`src/rtl/mem_access_ctrl_pkg.sv`:
```
// mem_access_ctrl_pkg: FSM encoding, memory-select constants and default address step for mem_access_ctrl
package mem_access_ctrl_pkg;
  typedef enum logic [1:0] {IDLE, ACCESS, WAIT, RESP} state_t;
  localparam logic MEM_SEL_IMEM = 1'b0;
  localparam logic MEM_SEL_DMEM = 1'b1;
  localparam int DEFAULT_ADDR_STEP = 4;
endpackage

```
`src/rtl/mem_access_ctrl.sv`:
```
// mem_access_ctrl: host-side imem/dmem access FSM used while the CPU is parked; MEM_ACCESS_BURST_EN enables req_len read bursts
module mem_access_ctrl
  import mem_access_ctrl_pkg::*;
#(
  parameter int ADDR_STEP = DEFAULT_ADDR_STEP
) (
  input  logic        clk,
  input  logic        rst,
  input  logic        cpu_global_en,
  input  logic        req_valid,
  output logic        req_ready,
  input  logic        req_we,
  input  logic        req_sel,
  input  logic [31:0] req_addr,
  input  logic [31:0] req_wdata,
  input  logic [7:0]  req_len,
  output logic        rsp_valid,
  input  logic        rsp_ready,
  output logic [31:0] rsp_rdata,
  output logic        rsp_last,
  output logic        req_abort,
  output logic [31:0] cpu_ctrl_imem_addr,
  output logic [31:0] cpu_ctrl_imem_wdata,
  output logic        cpu_ctrl_imem_we,
  input  logic [31:0] cpu_ctrl_imem_rdata,
  output logic [31:0] cpu_ctrl_dmem_addr,
  output logic [31:0] cpu_ctrl_dmem_wdata,
  output logic        cpu_ctrl_dmem_we,
  input  logic [31:0] cpu_ctrl_dmem_rdata,
  output logic        busy
);
  state_t state, state_n;
  logic we_q, sel_q, accept, abort, hs, last_word, next_word;
  assign req_ready = state == IDLE && !cpu_global_en;
  assign busy = state != IDLE;
`ifdef MEM_ACCESS_BURST_EN
  logic [7:0] cnt;
  assign last_word = cnt == 8'd0;
  // writes are always single-word, so their count starts at zero
  always_ff @(posedge clk) begin
    if (rst) cnt <= 8'd0;
    else if (accept) cnt <= req_we ? 8'd0 : req_len;
    else if (next_word) cnt <= cnt - 8'd1;
  end
`else
  logic unused_len;
  assign unused_len = ^req_len;
  assign last_word = 1'b1;
`endif
  always_comb begin
    accept = req_valid && req_ready;
    abort = cpu_global_en && state != IDLE;
    hs = state == RESP && rsp_ready;
    state_n = abort ? IDLE :
              state == IDLE ? (accept ? ACCESS : IDLE) :
              state == ACCESS ? (we_q ? RESP : WAIT) :
              state == WAIT ? RESP :
              hs ? (last_word ? IDLE : ACCESS) : RESP;
    next_word = state == RESP && state_n == ACCESS;
  end
  always_ff @(posedge clk) state <= rst ? IDLE : state_n;
  always_ff @(posedge clk) begin
    if (rst) begin
      we_q <= 1'b0;
      sel_q <= 1'b0;
      rsp_valid <= 1'b0;
      rsp_rdata <= '0;
      rsp_last <= 1'b0;
      req_abort <= 1'b0;
      cpu_ctrl_imem_addr <= '0;
      cpu_ctrl_imem_wdata <= '0;
      cpu_ctrl_imem_we <= 1'b0;
      cpu_ctrl_dmem_addr <= '0;
      cpu_ctrl_dmem_wdata <= '0;
      cpu_ctrl_dmem_we <= 1'b0;
    end else begin
      req_abort <= abort;
      rsp_valid <= state_n == RESP;
      rsp_last <= state_n == RESP && last_word;
      cpu_ctrl_imem_we <= accept && req_we && req_sel == MEM_SEL_IMEM;
      cpu_ctrl_dmem_we <= accept && req_we && req_sel == MEM_SEL_DMEM;
      if (accept) begin
        we_q <= req_we;
        sel_q <= req_sel;
      end
      if (accept && req_sel == MEM_SEL_IMEM) begin
        cpu_ctrl_imem_addr <= req_addr;
        cpu_ctrl_imem_wdata <= req_wdata;
      end
      if (accept && req_sel == MEM_SEL_DMEM) begin
        cpu_ctrl_dmem_addr <= req_addr;
        cpu_ctrl_dmem_wdata <= req_wdata;
      end
      if (next_word && sel_q == MEM_SEL_IMEM) cpu_ctrl_imem_addr <= cpu_ctrl_imem_addr + 32'(ADDR_STEP);
      if (next_word && sel_q == MEM_SEL_DMEM) cpu_ctrl_dmem_addr <= cpu_ctrl_dmem_addr + 32'(ADDR_STEP);
      if (state == WAIT && !abort) rsp_rdata <= sel_q == MEM_SEL_DMEM ? cpu_ctrl_dmem_rdata : cpu_ctrl_imem_rdata;
      if (state == ACCESS && we_q && !abort) rsp_rdata <= '0;
    end
  end
endmodule

```
`config.mk`:
```
export PLATFORM = sky130hd
export DESIGN_NAME = mem_access_ctrl
export DESIGN_NICKNAME = d
export VERILOG_FILES = /design/src/rtl/mem_access_ctrl_pkg.sv /design/src/rtl/mem_access_ctrl.sv
export SDC_FILE = /design/constraint.sdc
export NUM_CORES = 1
export LEC_CHECK = 0
export CAP_MARGIN = 20
export CORE_ASPECT_RATIO = 1.1
export CORE_MARGIN = 4
export CORE_UTILIZATION = 45
export DETAILED_ROUTE_END_ITERATION = 7
export PLACE_DENSITY = 0.84
export SYNTH_ARGS = -nofsm -noshare
export SYNTH_HDL_FRONTEND = slang
export SYNTH_SLANG_ARGS = --single-unit
export TNS_END_PERCENT = 20
```
`constraint.sdc`:
```
create_clock -name clk -period 2.4 [get_ports clk]
set_input_delay 0.24 -clock clk [delete_from_list [all_inputs] [get_ports clk]]
set_output_delay 0.24 -clock clk [all_outputs]
set_load 0.03 [all_outputs]
```
# --- Word level (Yosys, flattened, before mapping) ---
# Index checks and enable logic that the tools add are counted.
word_totals:
  ff_bits: 168
  inputBits: 143
  out_inout_bits: 167
  wordCells: 55
classes:
  n_addsub: 2
  eq_ne: 5
  mux: 12
  n_bitwise: 2
  reduce_logical: 22
op_table:
  columns: ["op", "count"]
  rows:
  - ["two-way mux 32 bit", 5]
  - ["adder 32 x 3 -> 32 bit (second input constant)", 2]
  - ["logical AND 1 bit", 15]
  - ["two-way mux 2 bit", 5]
  - ["equality test 2 bit (second input constant)", 3]
  - ["nonzero test 2 bit", 3]
  - ["equality test 2 x 1 -> 1 bit (second input constant)", 2]
  - ["logical NOT 1 bit", 2]
  - ["logical NOT 2 bit", 1]
  - ["two-way mux 1 bit", 2]
  - ["inverter 1 bit", 2]
  - ["OR reduction 2 bit", 1]

# --- Longest topological paths before layout ---
# Gate-level depths: netlist (run 1).
depth:
  ltp_word: 11
  depth_mapped: 5

# --- Worst setup path after synthesis (run 1) ---
# OpenSTA, ideal clock, no wires.
synth_path:
  path_kind: "register -> output"
  start: "reg state[0]"
  end: "out req_ready"
  arrival_ps: 1219
  required_time_ps: 2160
  path_slack_ps: 941
  stages_incl_launch_ff: 4
  n_path_buf: 0
  cell_sequence: "dfxtp_1 -> nor2_1 -> inv_1 -> nor2_1"
synth_between:
  elab_chain_len: 2
synth_rtl:
  columns: ["element", "line_no", "text"]
  rows:
  - ["start: declaration", "mem_access_ctrl.sv:32", "state_t state, state_n;"]
  - ["start signal: assignment", "mem_access_ctrl.sv:61", "always_ff @(posedge clk) state <= rst ? IDLE : state_n;"]
  - ["logical NOT 2 bit", "mem_access_ctrl.sv:34", "assign req_ready = state == IDLE && !cpu_global_en;"]
  - ["logical AND 1 bit", "mem_access_ctrl.sv:34", null]
  - ["end: declaration", "mem_access_ctrl.sv:11", "output logic req_ready,"]
# Every way passes these cells.

# --- Worst setup path after layout (run 1) ---
# Ends and elaborated chain as after synthesis.

==> results.md, run 1 <==
* Top fanout value on the critical path at 6
* Distinct cell type count after synthesis at 21
* Maximum clock frequency at 449 MHz
* Warnings, synthesis at 0
* Fraction of layout instances using a drive strength above 1 at approximately 4.8%
* Die area at between 0.015 and 0.02 sq mm
* Average size of a mapped cell at 10.6 sq um
* Number of standard-cell rows in the floorplan at 47
* Maximum buffer depth of the clock tree at 2
* Path type of the worst min-delay path: in -> reg
* Most Frequent Cell on Critical Path: sky130_fd_sc_hd__nor2_1
* Number of levels in the clock H-tree at 4
* #FFs+latches synth at approximately 170
* Share of synthesized area occupied by flip-flops and latches at between 40% and 50%
* TritonCTS buffer count at 17
* Setup clock skew after layout at 0.00701 ns
* Number of cells upsized or downsized after cts at 0
* Total negative slack for setup checks at 0 ns
* PortBufs at 301
* Net count of the finished layout at about 1100
* Static leakage at slightly above 0.004 uW
* Maxcap violations at 0
* Min cycle time layout at 2.23 ns
* Slew at the pin closest to its max-slew limit at around 0.55 ns
* Cells after Synth at 662
* Result of the run: complete, no violations
* Starting Density at ~46%
* Post-CTS clock slew at the launch and capture registers of the worst setup and hold paths at 0.06 ns
* Portion of the clock cycle consumed by the worst path in the final layout at 92.7%
* Maximum number of pins on one net before global-route repair at 91
* Data arrival at the endpoint of the critical path at 1.99 ns
* Sort of element at the start of the critical path: flip-flop
* Area added between synthesis and finish at 53.0%
* Worst IR Drop VDD at 0.433 mV
* Count of nets left with antenna violations after detail routing at 0
* Setup violators final at 0
* Core Box Area at 0.0152 sq mm
* First-pass GRT wire length at 29700 microns
* DR DRC count at 0
* Via density at 4.83
* Crit. End Element: primary output
* Die Y at 139 microns
* Number of placed cells counting well taps at about 1100
* Slowest cell on crit path: sky130_fd_sc_hd__clkdlybuf4s50_1
* Final hold violation count at 0
* Via count of the routed design at 5565
* Crit Path Category: reg -> out
* Clock tree from TritonCTS: built
* Diodes inserted at 0
* Chip width at 127 microns
* Post-synth design cell area at approximately 0.007 sq mm
* Post-synth top area share at 48.1%
* Final GP Congestion at 0.776
* Library cell with the largest summed area after synthesis: sky130_fd_sc_hd__dfxtp_1
* Stage delay of the slowest cell on the critical path at slightly below 0.7 ns
* First-pass detailed-route iteration total at 4
* Unrepaired setup endpoints after global routing: no
* I/O pin count at 310
* Critical path data required time at 2.16 ns
* Worst-skew pair later-pin latency at 0.41 ns
* Number of slew-limit violations in the final report at 0
* Violation count after the first detailed-route iteration at 280
* Postcts setup bufs at 0
* Final core occ at 70.5%
* List of cells traversed by the critical path: nor2_1, inv_1, nor2_1, clkdlybuf4s50_1
* Power density over cell area at about 600 mW/mm^2
* Final cell count without fillers at 1151
* Overflow left after global routing at 0
* Root buffer cell: sky130_fd_sc_hd__clkbuf_16
* Detailed-route wire length per cell at 16.1 microns
* Global Route Usage Sum at 20.9%
* Post-synthesis net count at 805
* Rel. slew slack at a little over three fifths
* Hold buffer count at CTS at 0
* Overall routed net length at 18500 microns
* Placed wire-length estimate at approximately 14000 microns
* Main area contributors after synthesis: sky130_fd_sc_hd__dfxtp_1, sky130_fd_sc_hd__mux2i_1, sky130_fd_sc_hd__nand2b_1
* Vias in the first global route at 5645
* Number of sinks handled by clock tree synthesis at 168
* Initial antenna violation count at 0
==> area by class of cell <==
type / count / area, sq um
Fill cell: 1168 / 4470
Sequential cell: 168 / 3360
Multi-Input combinational cell: 441 / 3350
Timing Repair Buffer: 313 / 3190
Clock buffer: 24 / 482
Tap cell: 196 / 245
Clock inverter: 7 / 68.8
Inverter: 2 / 7.51
==> Yosys cell counts <==
master,number
sky130_fd_sc_hd__buf_1,2
sky130_fd_sc_hd__nor2_1,40
sky130_fd_sc_hd__nand2_1,1
sky130_fd_sc_hd__nor3b_1,2
sky130_fd_sc_hd__buf_6,11
sky130_fd_sc_hd__inv_1,2
sky130_fd_sc_hd__o21a_1,1
sky130_fd_sc_hd__and2_1,2
sky130_fd_sc_hd__buf_2,9
sky130_fd_sc_hd__nand2b_1,195
sky130_fd_sc_hd__a211oi_1,32
sky130_fd_sc_hd__buf_4,2
sky130_fd_sc_hd__a2111oi_0,2
sky130_fd_sc_hd__dfxtp_1,168
sky130_fd_sc_hd__a31o_2,1
sky130_fd_sc_hd__clkbuf_1,27
sky130_fd_sc_hd__and2b_1,1
sky130_fd_sc_hd__mux2i_1,161
sky130_fd_sc_hd__a211o_1,1
sky130_fd_sc_hd__a21oi_1,1
sky130_fd_sc_hd__nor4b_4,1
==> kinds of logic (layout without fill, tap and decap cells) <==
kind of cell,after synthesis,count (layout),synth area share (%)
and+or+nand+nor,242,242,20.5
DFF,168,168,48.1
muxes,161,161,23.0
buffers and inverters,53,346,4.29
AOI/OAI and AO/OA,38,38,4.11
==> flip-flops by register name, summed over array words and instances (netlist names) <==
| name | flops |
|---|---|
| cpu_ctrl_dmem_addr | 32 |
| cpu_ctrl_dmem_wdata | 32 |
| cpu_ctrl_dmem_we | 1 |
| cpu_ctrl_imem_addr | 32 |
| cpu_ctrl_imem_wdata | 32 |
| cpu_ctrl_imem_we | 1 |
| req_abort | 1 |
| rsp_last | 1 |
| rsp_rdata | 32 |
| sel_q | 1 |
| state | 2 |
| we_q | 1 |
==> cell usage in the layout (no fill, tap or decap), types with 2 or more instances in the layout <==
cell,instances
sky130_fd_sc_hd__a2111oi_0,2
sky130_fd_sc_hd__dfxtp_1,167
sky130_fd_sc_hd__clkbuf_16,17
sky130_fd_sc_hd__clkbuf_8,3
sky130_fd_sc_hd__clkinvlp_4,2
sky130_fd_sc_hd__clkinv_2,3
sky130_fd_sc_hd__clkbuf_1,4
sky130_fd_sc_hd__nor2_1,40
sky130_fd_sc_hd__buf_4,6
sky130_fd_sc_hd__a211oi_1,32
sky130_fd_sc_hd__nand2b_1,194
sky130_fd_sc_hd__inv_1,2
sky130_fd_sc_hd__buf_12,7
sky130_fd_sc_hd__mux2i_1,161
sky130_fd_sc_hd__clkdlybuf4s50_1,300
==> where the power goes <==
part	internal (uW)	switching, uW	leakage, uW	total, uW
Combinational	516	445	0.00245	962
Sequential	2880	52.5	0.00136	2930
Clock	1500	1060	0.000266	2560
==> routing by layer <==
metal,routed length (microns),global-route usage (%),up-vias
met3,1610,6.36,27
met5,0,0,-
met4,445,7.74,0
met2,8840,35.4,227
met1,7600,24.9,2533
li1,-,-,2778
==> through the flow <==
stage               setup WS [ns]  power, uW  cell area, sq um  hold slack, ns
global placement            0.285       3950             10200           0.457
CTS                         0.117       6530             10700           0.307
finish                      0.174       6450             10700           0.321
global route               0.0246       6700             10700           0.366
detailed placement          0.210       3960             10200           0.462
floorplan                   0.941       3480              7000           0.312
==> critical path: cells and delay by family (launching register included) <==
| kind | cells | cell delay (ns) |
|---|---|---|
| AND/OR/NAND/NOR | 2 | 0.40 |
| buffers and inverters | 2 | 0.79 |
| flip-flops | 1 | 0.38 |
==> path summary, 6_finish.rpt <==
| kind | to | from | cells past startpoint | slack (ns) |
|---|---|---|---|---|
| setup / recovery | req_ready | state[0]$_SDFF_PP0_ | 4 | 0.17 |
| hold / removal | we_q$_SDFFE_PP0N_ | rst | 2 | 0.32 |
| setup reg to reg | cpu_ctrl_dmem_addr[25]$_SDFFE_PP0P_ | state[0]$_SDFF_PP0_ | 4 | 0.65 |
| hold reg to reg | cpu_ctrl_dmem_addr[27]$_SDFFE_PP0P_ | cpu_ctrl_dmem_addr[27]$_SDFFE_PP0P_ | 2 | 0.47 |
Note: power is estimated with default switching activity, not from simulation.
==> run 2: changes to the inputs <==
--- a/config.mk
+++ b/config.mk
@@ -10,7 +10,8 @@
 export CORE_MARGIN = 4
 export CORE_UTILIZATION = 45
 export DETAILED_ROUTE_END_ITERATION = 7
-export PLACE_DENSITY = 0.84
+export PLACE_DENSITY = 0.85
+export SKIP_CTS_REPAIR_TIMING = 1
 export SYNTH_ARGS = -nofsm -noshare
 export SYNTH_HDL_FRONTEND = slang
 export SYNTH_SLANG_ARGS = --single-unit
==> results.md, run 2 (synthesized netlist as in run 1, its figures left out) <==
* Top fanout value on the critical path at 6
* Violation count after the first detailed-route iteration at 233
* Path type of the worst min-delay path: in -> reg
* Overflow left after global routing at 0
* Number of sinks handled by clock tree synthesis at 168
* Slowest cell on crit path: sky130_fd_sc_hd__clkdlybuf4s50_1
* Data arrival at the endpoint of the critical path at 1.97 ns
* Most Frequent Cell on Critical Path: sky130_fd_sc_hd__nor2_1
* Min cycle time layout at 2.21 ns
* Starting Density at 46.1%
* Via count of the routed design at between 5000 and 6000
* Result of the run: complete, no violations
* PortBufs at 301
* Initial antenna violation count at 0
* Vias in the first global route at 5570
* Sort of element at the start of the critical path: flip-flop
* DR DRC count at 0
* Slew at the pin closest to its max-slew limit at 0.596 ns
* Number of slew-limit violations in the final report at 0
* Worst IR Drop VDD at 0.444 mV
* I/O pin count at 310
* Crit. End Element: primary output
* Setup clock skew after layout at approximately 0.0095 ns
* Total negative slack for setup checks at 0 ns
* Worst-skew pair later-pin latency at 0.42 ns
* Die area at 0.0176 sq mm
* Final core occ at roughly 70%
* Stage delay of the slowest cell on the critical path at approximately 0.69 ns
* Root buffer cell: sky130_fd_sc_hd__clkbuf_16
* Power density over cell area at 603 mW/mm^2
* Most frequent standard cell in the layout excluding fill and tap cells: sky130_fd_sc_hd__clkdlybuf4s50_1
* Number of standard-cell rows in the floorplan at 47
* Unrepaired setup endpoints after global routing: no
* Detailed-route wire length per cell at around 16 microns
* Placed wire-length estimate at around 14000 microns
* TritonCTS buffer count at 17
* Diodes inserted at 0
* Net count of the finished layout at 1090
* Count of nets left with antenna violations after detail routing at 0
* Clock tree from TritonCTS: built
* Fraction of layout instances using a drive strength above 1 at 5.12%
* Worst Setup Slack post-DPL at 0.401 ns
* Area added between synthesis and finish at 52.9%
* Crit Path Category: reg -> out
* Final GP Congestion at 0.819
* List of cells traversed by the critical path: nor2_1, inv_1, nor2_1, clkdlybuf4s50_1
* Via density at between 4 and 5
* Final hold violation count at 0
* Post-CTS clock slew at the launch and capture registers of the worst setup and hold paths at ~0.06 ns
* Die Y at ~140 microns
* Post-route worst setup slack at roughly 0.19 ns
* Core Box Area at 0.0152 sq mm
* Maxcap violations at 0
* Maximum clock frequency at 453 MHz
* First-pass detailed-route iteration total at 4
* Maximum number of pins on one net before global-route repair at just over 100
* Critical path data required time at ~2.2 ns
* Hold Slack at around 0.24 ns
* Overall routed net length at about 19000 microns
* Maximum buffer depth of the clock tree at 2
* Critical path buffers and inverters at 2
* Number of levels in the clock H-tree at 4
* Commonest cells after routing, fill and taps aside: sky130_fd_sc_hd__clkdlybuf4s50_1, sky130_fd_sc_hd__nand2b_1, sky130_fd_sc_hd__dfxtp_1, sky130_fd_sc_hd__mux2i_1, sky130_fd_sc_hd__nor2_1
* Setup violators final at 0
* Top cell family by delay on the critical path: buffers and inverters
* Rel. slew slack at between 60% and 70%
* Global Route Usage Sum at 20.9%
* Portion of the clock cycle consumed by the worst path in the final layout at between 90 and 100%
* First-pass GRT wire length at 29300 microns
* Chip width at 127 microns
* Static leakage at 0.00409 uW
## run 2: changes by cell type in the layout (fill, tap and decap cells not counted), sizes merged
| cell | previous run | this run |
|---|---|---|
| buf | 13 | 17 |
| clkbuf | 24 | 20 |
| clkinv | 3 | 6 |
| bufinv | 1 | 2 |
| clkinvlp | 2 | 1 |
| inv | 3 | 2 |
## run 2: power by group
group | internal [uW] | leakage [uW] | switching [uW] | total [uW]
registers | 2880 | 0.00136 | 48.3 | 2930
logic | 517 | 0.00246 | 449 | 966
clock network | 1510 | 0.000265 | 1050 | 2560
## run 2: per-stage QoR
stage | power (uW) | std cells | area (sq um)
finish | 6450 | 1153 | 10700
global route | 6700 | 1153 | 10700
CTS | 6540 | 1153 | 10700
detailed placement | 3960 | 1124 | 10200
global placement | 3950 | 1124 | 10200
floorplan | 3480 | 662 | 7000
## run 2: worst reg2reg max path: cells and delay by family (launching register included)
kind	cells	cell delay, ns
buf+inv	1	0.23
simple gates	2	0.76
mux	1	0.24
flops	1	0.38
## run 2: layout make-up
type / instances / area (sq um)
repair buffers: 317 / 3190
well taps: 196 / 245
flip-flops and latches: 168 / 3360
multi-input cells: 441 / 3350
clock inverters: 9 / 105
inverters: 2 / 7.51
clock buffers: 20 / 437
fillers: 1155 / 4470
## run 2: per-layer routing
metal / vias up / global-route usage (%) / wire length [microns]
met2: 242 / 35.0 / 8880
li1: 2788 / - / -
met4: 0 / 8.70 / 531
met1: 2478 / 24.5 / 7590
met5: - / 0 / 0
met3: 30 / 6.78 / 1670
## run 2: path summary, 6_finish.rpt
kind | cells after the start | slack, ns | endpoint | from
max reg2reg | 4 | 0.71 | cpu_ctrl_dmem_addr[10]$_SDFFE_PP0P_ | state[0]$_SDFF_PP0_
min | 2 | 0.24 | we_q$_SDFFE_PP0N_ | rst
min reg2reg | 2 | 0.47 | cpu_ctrl_dmem_wdata[26]$_SDFFE_PP0P_ | cpu_ctrl_dmem_wdata[26]$_SDFFE_PP0P_
max | 4 | 0.19 | req_ready | state[0]$_SDFF_PP0_
==> run 3: changes to the inputs <==
==> constraint.sdc (replaced) <==
create_clock -name clk -period 2.8 [get_ports clk]
set_input_delay 0.28 -clock clk [delete_from_list [all_inputs] [get_ports clk]]
set_output_delay 0.28 -clock clk [all_outputs]
set_load 0.03 [all_outputs]
==> results.md, run 3 (synthesized netlist as in run 1, its figures left out) <==
* Power density over cell area at 541 mW/mm^2
* Maxcap violations at 0
* Design Power at 5780 uW
* Area added between synthesis and finish at 52.9%
* Chip width at 127 microns
* Diodes inserted at 0
* Hold Slack at 0.227 ns
* Rel. slew slack at 48.3%
* First-pass GRT wire length at around 29000 microns
* Top fanout value on the critical path at 6
* Final cell count without fillers at around 1100
* Count of nets left with antenna violations after detail routing at 0
* Portion of the clock cycle consumed by the worst path in the final layout at between 70 and 80%
* Most frequent standard cell in the layout excluding fill and tap cells: sky130_fd_sc_hd__clkdlybuf4s50_1
* Hold Crit Start: rst
* Maximum buffer depth of the clock tree at 2
* Crit Path Category: reg -> out
* Data arrival at the endpoint of the critical path at 1.94 ns
* Worst IR Drop VDD at 0.395 mV
* Number of slew-limit violations in the final report at 0
* Path type of the worst min-delay path: in -> reg
* Vias in the first global route at 5475
* Detailed-route wire length per cell at 16.4 microns
* Worst-skew pair later-pin latency at 0.41 ns
* Slew at the pin closest to its max-slew limit at 0.775 ns
* Final hold violation count at 0
* Via density at around 4.8
* Maximum clock frequency at 450 MHz
* Commonest cells after routing, fill and taps aside: sky130_fd_sc_hd__clkdlybuf4s50_1, sky130_fd_sc_hd__nand2b_1, sky130_fd_sc_hd__dfxtp_1, sky130_fd_sc_hd__mux2i_1, sky130_fd_sc_hd__nor2_1
* TritonCTS buffer count at 17
* Initial antenna violation count at 0
* Path depth of the worst reg2reg path at 4
* Crit. End Element: primary output
* DR DRC count at 0
* Cell depth of the worst hold path at 2
* Number of levels in the clock H-tree at 4
* Setup violators final at 0
* Violation count after the first detailed-route iteration at 211
* Overall routed net length at 18800 microns
* First-pass detailed-route iteration total at 4
* Min cycle time layout at 2.22 ns
* Reg-to-Reg End: cpu_ctrl_dmem_addr[9]$_SDFFE_PP0P_
* Starting Density at 46.1%
* I/O pin count at 310
* Placed wire-length estimate at 14100 microns
* Worst Hold Endpoint: we_q$_SDFFE_PP0N_
* Design area at between 0.01 and 0.015 sq mm
* Net count of the finished layout at 1084
* Unrepaired setup endpoints after global routing: no
* Worst R2R Start: state[0]$_SDFF_PP0_
* Clock tree from TritonCTS: built
* Total negative slack for setup checks at 0 ns
* Static leakage at a little over 0.004 uW
* Critical path data required time at 2.52 ns
* Fraction of layout instances using a drive strength above 1 at 4.62%
* Result of the run: complete, no violations
* Core Box Area at 0.0152 sq mm
* Number of sinks handled by clock tree synthesis at ~170
* Overflow left after global routing at 0
* Cell area after placement at 0.0101 sq mm
* Global Route Usage Sum at 20.9%
* Via count of the routed design at 5476
* Post-CTS clock slew at the launch and capture registers of the worst setup and hold paths at about 0.060 ns
* Die area at around 0.018 sq mm
* Root buffer cell: sky130_fd_sc_hd__clkbuf_16
* Number of placed cells counting well taps at 1118
* Final GP Congestion at ~0.76
* PortBufs at around 300
* Number of standard-cell rows in the floorplan at 47
* Sort of element at the start of the critical path: flip-flop
* Internal reg-to-reg setup slack at 0.96 ns
* Die Y at ~140 microns
* Setup clock skew after layout at 0.00768 ns
* Maximum number of pins on one net before global-route repair at between 100 and 150
-- run 3: cell types whose count changed in the layout (fill, tap and decap cells not counted), moves of 3 or more --
cell                       before  now
sky130_fd_sc_hd__buf_12         5    2
sky130_fd_sc_hd__clkinv_2       4    0
sky130_fd_sc_hd__buf_4         12    9
sky130_fd_sc_hd__clkbuf_8       0    3
-- run 3: worst max-delay path: stages (launching register included) --
cell and delay, ns:
sky130_fd_sc_hd__dfxtp_1 0.38, sky130_fd_sc_hd__nor2_1 0.27, sky130_fd_sc_hd__inv_1 0.10, sky130_fd_sc_hd__nor2_1 0.10
sky130_fd_sc_hd__clkdlybuf4s50_1 0.68
-- run 3: cell type report --
cell class | instances | area (sq um)
flip-flops and latches | 168 | 3360
clock buffers | 23 | 478
repair buffers | 311 | 3110
clock inverters | 7 | 143
fillers | 1186 | 4480
well taps | 196 | 245
multi-input cells | 441 | 3350
inverters | 2 | 7.51
-- run 3: worst max path at each step --
stage,slack [ns],cells after the start,to,from
after floorplan,1.30,3,req_ready,state[0]$_SDFF_PP0_
after global placement,0.52,5,cpu_ctrl_dmem_addr[16]$_SDFFE_PP0P_,cpu_global_en
after detailed placement,0.46,5,cpu_ctrl_dmem_addr[9]$_SDFFE_PP0P_,cpu_global_en
after CTS,0.55,4,req_ready,state[0]$_SDFF_PP0_
after global routing,0.45,4,req_ready,state[0]$_SDFF_PP0_
final,0.58,4,req_ready,state[0]$_SDFF_PP0_
-- run 3: metrics by stage --
stage | utilization, % | worst slack [ns]
floorplan | - | 1.30
global placement | 66.4 | 0.524
finish | 70.5 | 0.580
CTS | 70.5 | 0.547
global route | 70.5 | 0.452
detailed placement | 66.4 | 0.463
-- run 3: routing by layer --
layer  GRT usage (%)  routed length (microns)  share of wire (%)  vias to the layer above
li1                -                        -                  -                     2769
met1            24.2                     7850                 42                     2467
met4            6.78                      267                1.4                        0
met2            37.1                     9240                 49                      219
met5               0                        0                  0                        -
met3            5.89                     1440                7.6                       21
-- run 3: power breakdown --
part / internal, uW / switching (uW)
Combinational: 434 / 376
Clock: 1560 / 900
Sequential: 2470 / 48.5
Total: 4460 / 1320
